<file path="src/rtl/fwd_sel_if.sv">
// rtl/fwd_sel_if.sv - ID-stage hazard/forwarding bundle for fwd_sel_ctrl
// Ports (slave = controller side):
//   id_valid, id_rs1, id_rs2, id_use_rs1, id_use_rs2,
//   id_rd, id_reg_write, id_mem_read, flush   : ID-stage instruction info
//   stall                                     : combinational load-use stall
//   ex_valid, fwd_a_sel, fwd_b_sel            : registered EX-stage controls
interface fwd_sel_if #(
  parameter int REG_AW = 5
);
  logic              id_valid;
  logic [REG_AW-1:0] id_rs1;
  logic [REG_AW-1:0] id_rs2;
  logic              id_use_rs1;
  logic              id_use_rs2;
  logic [REG_AW-1:0] id_rd;
  logic              id_reg_write;
  logic              id_mem_read;
  logic              flush;
  logic              stall;
  logic              ex_valid;
  logic [1:0]        fwd_a_sel;
  logic [1:0]        fwd_b_sel;

  modport master (
    output id_valid, id_rs1, id_rs2, id_use_rs1, id_use_rs2,
           id_rd, id_reg_write, id_mem_read, flush,
    input  stall, ex_valid, fwd_a_sel, fwd_b_sel
  );

  modport slave (
    input  id_valid, id_rs1, id_rs2, id_use_rs1, id_use_rs2,
           id_rd, id_reg_write, id_mem_read, flush,
    output stall, ex_valid, fwd_a_sel, fwd_b_sel
  );
endinterface

</file>
<file path="src/rtl/fwd_sel_ctrl.sv">
// rtl/fwd_sel_ctrl.sv - forwarding select and load-use stall controller
// Tracks destination tags through EX/MEM/WB and produces registered
// operand-mux selects for EX (00 regfile, 01 EX/MEM, 10 MEM/WB,
// 11 retired latch) plus a combinational load-use stall.
// Ports:
//   clk  : rising-edge clock
//   rst  : synchronous active-high reset
//   bus  : fwd_sel_if.slave (ID inputs, stall, ex_valid, fwd_a_sel, fwd_b_sel)
module fwd_sel_ctrl #(
  parameter int REG_AW = 5
) (
  input  logic    clk,
  input  logic    rst,
  fwd_sel_if.slave bus
);

  logic              ex_v, ex_wr, ex_ld;
  logic [REG_AW-1:0] ex_rd;
  logic              mem_v, mem_wr;
  logic [REG_AW-1:0] mem_rd;
  logic              wb_v, wb_wr;
  logic [REG_AW-1:0] wb_rd;
  logic [1:0]        a_sel_q, b_sel_q;

  logic [1:0]        a_sel_d, b_sel_d;
  logic              load_use;
  logic              bubble;

  function automatic logic tag_hit(input logic v, input logic wr,
                                   input logic [REG_AW-1:0] rd,
                                   input logic [REG_AW-1:0] r);
    return v & wr & (rd == r) & (r != '0);
  endfunction

  // Youngest producer first: EX, then MEM, then the retired WB tag.
  function automatic logic [1:0] sel_code(input logic use_r,
                                          input logic [REG_AW-1:0] r,
                                          input logic h_ex,
                                          input logic h_mem,
                                          input logic h_wb);
    if (!use_r || r == '0) return 2'b00;
    else if (h_ex)         return 2'b01;
    else if (h_mem)        return 2'b10;
    else if (h_wb)         return 2'b11;
    else                   return 2'b00;
  endfunction

  always_comb begin
    a_sel_d = sel_code(bus.id_use_rs1, bus.id_rs1,
                       tag_hit(ex_v,  ex_wr,  ex_rd,  bus.id_rs1),
                       tag_hit(mem_v, mem_wr, mem_rd, bus.id_rs1),
                       tag_hit(wb_v,  wb_wr,  wb_rd,  bus.id_rs1));
    b_sel_d = sel_code(bus.id_use_rs2, bus.id_rs2,
                       tag_hit(ex_v,  ex_wr,  ex_rd,  bus.id_rs2),
                       tag_hit(mem_v, mem_wr, mem_rd, bus.id_rs2),
                       tag_hit(wb_v,  wb_wr,  wb_rd,  bus.id_rs2));
  end

  // A load result is not available until MEM, so a dependent instruction
  // right behind it must wait one cycle; flush kills the consumer instead.
  assign load_use = bus.id_valid & ~bus.flush & ex_v & ex_ld & ex_wr &
                    (ex_rd != '0) &
                    ((bus.id_use_rs1 & (bus.id_rs1 == ex_rd)) |
                     (bus.id_use_rs2 & (bus.id_rs2 == ex_rd)));

  assign bubble = bus.flush | load_use;

  always_ff @(posedge clk) begin
    if (rst) begin
      ex_v    <= 1'b0;
      ex_wr   <= 1'b0;
      ex_ld   <= 1'b0;
      ex_rd   <= '0;
      mem_v   <= 1'b0;
      mem_wr  <= 1'b0;
      mem_rd  <= '0;
      wb_v    <= 1'b0;
      wb_wr   <= 1'b0;
      wb_rd   <= '0;
      a_sel_q <= 2'b00;
      b_sel_q <= 2'b00;
    end else begin
      // Downstream stages always advance; only EX is bubbled on a stall.
      wb_v   <= mem_v;
      wb_wr  <= mem_wr;
      wb_rd  <= mem_rd;
      mem_v  <= ex_v;
      mem_wr <= ex_wr;
      mem_rd <= ex_rd;
      if (bubble) begin
        ex_v    <= 1'b0;
        ex_wr   <= 1'b0;
        ex_ld   <= 1'b0;
        ex_rd   <= '0;
        a_sel_q <= 2'b00;
        b_sel_q <= 2'b00;
      end else begin
        ex_v    <= bus.id_valid;
        ex_wr   <= bus.id_reg_write;
        ex_ld   <= bus.id_mem_read;
        ex_rd   <= bus.id_rd;
        a_sel_q <= a_sel_d;
        b_sel_q <= b_sel_d;
      end
    end
  end

  assign bus.stall     = load_use;
  assign bus.ex_valid  = ex_v;
  assign bus.fwd_a_sel = a_sel_q;
  assign bus.fwd_b_sel = b_sel_q;

endmodule

</file>
<file path="src/flat_wrapper.sv">
// flat-port wrapper written by rule: the top's interface ports become plain ports
module fwd_sel_ctrl_flat 
#(
  parameter int REG_AW = 5
)
  (clk, rst, bus_id_valid, bus_id_rs1, bus_id_rs2, bus_id_use_rs1, bus_id_use_rs2, bus_id_rd, bus_id_reg_write, bus_id_mem_read, bus_flush, bus_stall, bus_ex_valid, bus_fwd_a_sel, bus_fwd_b_sel);
  fwd_sel_if #(.REG_AW(REG_AW)) bus_i ();
  input  logic clk;
  input  logic rst;
  input wire logic [$bits(bus_i.id_valid)-1:0] bus_id_valid;
  input wire logic [$bits(bus_i.id_rs1)-1:0] bus_id_rs1;
  input wire logic [$bits(bus_i.id_rs2)-1:0] bus_id_rs2;
  input wire logic [$bits(bus_i.id_use_rs1)-1:0] bus_id_use_rs1;
  input wire logic [$bits(bus_i.id_use_rs2)-1:0] bus_id_use_rs2;
  input wire logic [$bits(bus_i.id_rd)-1:0] bus_id_rd;
  input wire logic [$bits(bus_i.id_reg_write)-1:0] bus_id_reg_write;
  input wire logic [$bits(bus_i.id_mem_read)-1:0] bus_id_mem_read;
  input wire logic [$bits(bus_i.flush)-1:0] bus_flush;
  output wire logic [$bits(bus_i.stall)-1:0] bus_stall;
  output wire logic [$bits(bus_i.ex_valid)-1:0] bus_ex_valid;
  output wire logic [$bits(bus_i.fwd_a_sel)-1:0] bus_fwd_a_sel;
  output wire logic [$bits(bus_i.fwd_b_sel)-1:0] bus_fwd_b_sel;
  assign bus_i.id_valid = bus_id_valid;
  assign bus_i.id_rs1 = bus_id_rs1;
  assign bus_i.id_rs2 = bus_id_rs2;
  assign bus_i.id_use_rs1 = bus_id_use_rs1;
  assign bus_i.id_use_rs2 = bus_id_use_rs2;
  assign bus_i.id_rd = bus_id_rd;
  assign bus_i.id_reg_write = bus_id_reg_write;
  assign bus_i.id_mem_read = bus_id_mem_read;
  assign bus_i.flush = bus_flush;
  assign bus_stall = bus_i.stall;
  assign bus_ex_valid = bus_i.ex_valid;
  assign bus_fwd_a_sel = bus_i.fwd_a_sel;
  assign bus_fwd_b_sel = bus_i.fwd_b_sel;
  fwd_sel_ctrl #(.REG_AW(REG_AW)) u_core (.clk(clk), .rst(rst), .bus(bus_i));
endmodule
</file>
<file path="config.mk">
export PLATFORM = sky130hd
export DESIGN_NAME = fwd_sel_ctrl_flat
export DESIGN_NICKNAME = d
export VERILOG_FILES = /design/src/rtl/fwd_sel_if.sv /design/src/rtl/fwd_sel_ctrl.sv /design/src/flat_wrapper.sv
export SDC_FILE = /design/constraint.sdc
export NUM_CORES = 1
export LEC_CHECK = 0
export ABC_CLOCK_PERIOD_IN_PS = 2000
export CAP_MARGIN = 20
export CORE_MARGIN = 4
export CORE_UTILIZATION = 48
export CTS_CLUSTER_SIZE = 40
export DETAILED_ROUTE_END_ITERATION = 8
export PLACE_DENSITY_LB_ADDON = 0.08
export SLEW_MARGIN = 15
export SYNTH_ARGS = -nofsm -noshare
export SYNTH_HDL_FRONTEND = slang
export SYNTH_SLANG_ARGS = --single-unit
</file>
<file path="constraint.sdc">
create_clock -name clk -period 2 [get_ports clk]
set_input_delay 0.4 -clock clk [delete_from_list [all_inputs] [get_ports clk]]
set_output_delay 0.4 -clock clk [all_outputs]
set_load 0.01 [all_outputs]
</file>
# Word level (Yosys, flattened, before mapping)
# Cells that the tools add are included.
# Widths: inputs -> output; s select.
[word_totals]
register_bits = 26
in_bits = 23
out_inout_bits = 6
wordCells = 68
[classes]
eq_ne = 8
mux = 6
bitwise = 26
reduce_logical = 14
[ops]
columns = ["op", "n"]
rows = [
  ["$eq 5x5->1", 8],
  ["$and 1x1->1", 23],
  ["$reduce_bool 5->1", 3],
  ["$logic_not 5->1", 2],
  ["$mux 2", 4],
  ["$reduce_or 4->1", 2],
  ["$reduce_or 3->1", 2],
  ["$logic_not 1->1", 2],
  ["$logic_or 1x1->1", 2],
  ["$mux 1", 2],
  ["$or 1x1->1", 2],
  ["$reduce_or 2->1", 1],
  ["$not 1->1", 1],
]

# Logic depth before layout (Yosys ltp)
[depth]
depth_word = 9
depth_mapped = 6
ltp_nobuf = 5

# Worst setup path before layout
# OpenSTA, ideal clock, no wires.
[synth_path]
kind = "reg2reg"
start = "reg u_core.ex_rd[1]"
end = "reg u_core.a_sel_q[1] (netlist: u_core.bus.fwd_a_sel[1])"
setup_time_ns = 0.087
t_arrival_ns = 1.501
required_time_ns = 1.913
setup_slack_ns = 0.412
stages_incl_launch_ff = 7
n_path_buf = 1
synth_period_minus_slack_ns = 1.588
cell_sequence = "dfxtp_1 -> or4_1 -> nor2_1 -> nor3_1 -> a211oi_2 -> buf_4 -> nor4b_2"
[synth_between]
elab_chain_len = 6
word_cells_on_any_way = 13
cone_classes = "eq/ne: 3; bitwise: 8; reduce/logical: 2"
[synth_lines]
columns = ["element", "line_no", "source"]
rows = [
  ["start, declared", "fwd_sel_ctrl.sv:18", "logic [REG_AW-1:0] ex_rd;"],
  ["start signal, assigned", "fwd_sel_ctrl.sv:101", "ex_rd <= bus.id_rd;"],
  ["$eq 5x5->1 (on tied branches)", "fwd_sel_ctrl.sv:32, fwd_sel_ctrl.sv:63, fwd_sel_ctrl.sv:64", ""],
  ["$and 1x1->1 (on tied branches)", "fwd_sel_ctrl.sv:63, fwd_sel_ctrl.sv:64", ""],
  ["$or 1x1->1", "fwd_sel_ctrl.sv:63", "((bus.id_use_rs1 & (bus.id_rs1 == ex_rd)) |"],
  ["$and 1x1->1", "fwd_sel_ctrl.sv:62", "(ex_rd != '0) &"],
  ["$or 1x1->1", "fwd_sel_ctrl.sv:66", "assign bubble = bus.flush | load_use;"],
  ["$reduce_or 4->1 (no line) *", "n/a", ""],
  ["end signal, assigned", "fwd_sel_ctrl.sv:102", "a_sel_q <= a_sel_d;"],
  ["end, declared", "fwd_sel_ctrl.sv:23", "logic [1:0] a_sel_q, b_sel_q;"],
]
# Every way passes the cells marked *; elsewhere a longest branch is shown, timed or not.
# A chain may end at the register's enable or synchronous reset.

# Worst setup path after layout
[layout_path]
start = "in bus_id_rs2[4]"
end = "out bus_stall"
[layout_between]
elab_chain_len = 4
[layout_lines]
columns = ["element", "line_no", "source"]
rows = [
  ["start, declared", "flat_wrapper.sv:12", "input wire logic [$bits(bus_i.id_rs2)-1:0] bus_id_rs2;"],
  ["$eq 5x5->1", "fwd_sel_ctrl.sv:64", "(bus.id_use_rs2 & (bus.id_rs2 == ex_rd)));"],
  ["$and 1x1->1", "fwd_sel_ctrl.sv:64", ""],
  ["$or 1x1->1", "fwd_sel_ctrl.sv:63", ""],
  ["$and 1x1->1", "fwd_sel_ctrl.sv:62", ""],
  ["end, declared", "flat_wrapper.sv:19", "output wire logic [$bits(bus_i.stall)-1:0] bus_stall;"],
]
# No other way between the ends.

==> impl_results.md <==
- Congestion Overflow GR: 0
- Pwr dens: 551.9 nW/um^2
- Element type at the critical path start: input pin
- CP Launch Point: bus_id_rs2[4]
- Violations in the final reports: setup timing
- Max Root-Sink Buffers: 2
- Category of the most critical setup path: input pin to output pin
- Leakage power summed over all cells: 0.6596 nW
- Total number of vias: 1041
- Final slew viol count: 0
- Synthesized Nets: 145
- Horizontal extent of the die: 58.18 um
- Die height: 58.18 um
- Count of fill cells added during filler insertion: 168
- Cell with the largest stage delay on the worst path: clkdlybuf4s50_1
- Final hold viol count: 0
- Largest net degree at the start of global routing: 15
- Highest Clock Rate: 0.4855 GHz
- Worst path cell trace: clkdlybuf4s50_1 -> xnor2_1 -> nand3_1 -> o32ai_2 -> and2_1 -> buf_2
- Outcome: finished, violations left
- Number of hold buffers added after CTS: 0
- Arrival time at the worst endpoint: 1.66 ns
- Origin of the worst min-delay path: u_core.mem_wr
- Maximum VDD drop: 0.3796 mV
- Number of design rule violations left after detail routing: 0
- Number of iterations in the first detailed-routing pass: 4
- Slack of the critical path: -0.05991 ns
- Setup repair after global routing missed its margin: true
- Wire length of the first global-routing pass: 4740 um
- Yosys warning total: 0
- Count of max-cap constraint violations: 0
- Yosys top cell area share: 0.4306
- Vias per Instance: 5.029
- Most area-hungry cell type in the Yosys netlist: dfxtp_1
- Buf/Inv on CP: 2
- Post-synthesis cell count: 122
- Post-DRT Antenna Nets: 0
- Dominant cells by area after synthesis: dfxtp_1, xnor2_1, nor2b_1
- Final design area excluding fillers: 1774 sq um
- Number of enable flip-flop cells after synthesis: 0
- Number of buffers inserted by port buffering: 28
- Number of placement rows: 17
- Final #Nets: 203
- Util after Layout: 0.7723
- Flip-flop and latch count after synthesis: 26
- Required time worst endpoint: 1.60 ns
- Final worst path period share: 1.030
- Crit. End Element: output pin
- Via count of the first global-routing pass: 1051
- Global-route usage over all layers: 0.1821
- CTS tree: yes
- Final setup viols: 1
- Fraction of layout instances using a drive strength above 1: 0.2346
- Sequential standard cell area: 523.0 sq um
- Total clock sinks: 26
- Avg Inst Size Synth: 9.907 sq um
- Full die area: 3385 sq um
- Wirelength per Cell: 13.19 um
- Ant. Diodes: 0
- Final weighted congestion in routability-driven placement: 0.8827
- Setup slack after placement: -0.6532 ns
- Number of distinct library cells after synthesis: 27
- Hold WS: 0.4779 ns
- Largest stage delay on the critical path: 0.52 ns
- DP Area: 1685 sq um
- TritonCTS buffer count: 3
- Core footprint: 2297 sq um
- Final Skew: 0.008439 ns
- Worst r2r src: u_core.ex_rd[1]
- Transition time at the pin with the least slew margin: 0.3538 ns
- Effective utilization at floorplan: 0.5261
- Area occupied by multi-input gates: 704.4 sq um
- Root buf cell: clkbuf_4
- Detailed placement HPWL: 2219 um
- Post-synth ARST share: 0
- H-tree Lvls: 1
- DRC marker count from the first detailed-route iteration: 34
- Synthesized area: 1209 sq um
- Minimum clock period after layout: 2.060 ns
- Top flip-flop cell by instance count after synthesis: dfxtp_1
- Routed WL: 2731 um
- Clock Pin Slew Worst Setup and Hold Paths: 0.14 ns
- Family with the most delay on the worst path: buffers and inverters
- # IOs: 29
- Worst rel slew slack: 0.7619
- Path class of the lowest-slack min-delay path: flop to flop
- Crit path max fanout: 2
- Number of antenna violations at the first check in global routing: 0
- Sequential area share after synthesis: 0.4306
- Signed area change from the synthesized netlist to the final layout: 46.79%
- Clock Latency Late Sink: 0.31 ns
routing by layer:
layer	GRT usage	routed length [um]	vias up
met3	0.03786	171	4
met1	0.2186	1180	476
met5	0	0	-
met2	0.3306	1349	30
li1	-	-	531
met4	0.03974	29	0
per-stage QoR:
| step | power [W] | TNS [ns] | cells |
|---|---|---|---|
| after floorplan | 0.0006205 | 0 | 122 |
| after global placement | 0.0007193 | -2.303 | 199 |
| after detailed placement | 0.0007235 | -2.476 | 199 |
| after CTS | 0.0009809 | -0.07092 | 205 |
| after global routing | 0.001032 | -0.1203 | 207 |
| final | 0.0009791 | -0.05991 | 207 |
layout by cell type, fill, tap and decap left out, types with 2 or more instances in the layout:
cell type / n
xnor2_1: 27
buf_4: 27
dfxtp_1: 24
clkdlybuf4s50_1: 22
nor2b_1: 15
and2_1: 10
nand2_1: 5
dlygate4sd2_1: 5
nor3_1: 4
nand3_1: 4
nand4_1: 4
nor4_1: 3
clkbuf_4: 3
or4_4: 2
nor2_1: 2
xor2_1: 2
or4_1: 2
dfxtp_2: 2
power by group:
| group | internal [W] | switching [W] | leakage (nW) |
|---|---|---|---|
| clock | 0.000111 | 0.000145 | 0.0210 |
| combinational | 0.000111 | 0.0000700 | 0.426 |
| sequential | 0.000531 | 0.0000105 | 0.212 |
| total | 0.000753 | 0.000226 | 0.660 |
what timing repair did:
action                                 4_1_cts  5_1_grt
pin swaps                                    6        6
setup endpoints to repair                   13        5
resized for setup                           13        3
endpoints found under the hold margin        0        0
buffers inserted                             2        2
flip-flops by register name, summed over array words and instances (netlist names):
register,flops
u_core.wb_wr,1
u_core.bus.ex_valid,1
u_core.ex_wr,1
u_core.ex_ld,1
u_core.wb_rd,5
u_core.mem_rd,5
u_core.bus.fwd_a_sel,2
u_core.wb_v,1
u_core.mem_wr,1
u_core.bus.fwd_b_sel,2
u_core.mem_v,1
u_core.ex_rd,5
path summary, 6_finish.rpt:
check	slack, ns	depth (start not counted)	end
worst max-delay path	-0.06	6	bus_stall
worst min-delay path	0.48	1	u_core.wb_wr
worst max register to register	0.13	7	u_core.ex_rd[2]
worst min register to register	0.48	1	u_core.wb_wr
cells in the mapped netlist, types with 2 or more instances:
master	number
dfxtp_1	26
or4_1	3
xor2_1	2
nor2b_1	15
nand3_1	5
xnor2_1	28
nor4_1	3
nand4_1	4
nor3_1	4
nor2_1	2
and2_1	10
nand2_1	5
cells by family after synthesis:
group                  after synthesis  share of synthesized area
AND/OR/NAND/NOR                     57                     0.2961
XOR/XNOR                            30                     0.2174
flip-flops                          26                     0.4306
buffers and inverters                3                    0.01242
AO/OA/AOI/OAI                        6                    0.04348
layout make-up:
type	count	share of cell area
Clock buffer	4	0.02045
Inverter	1	0.002116
Multi-Input combinational cell	93	0.3970
Sequential cell	26	0.2948
Tap cell	28	0.01975
Timing Repair Buffer	55	0.2659
worst register-to-register path, stage by stage, from the launching register on:
cell,delay (ns)
dfxtp_2,0.35
or4_4,0.52
nor2_1,0.11
nor3_1,0.07
buf_4,0.14
a211oi_4,0.32
buf_4,0.20
and2_1,0.12
(Power assumes the default switching activity.)
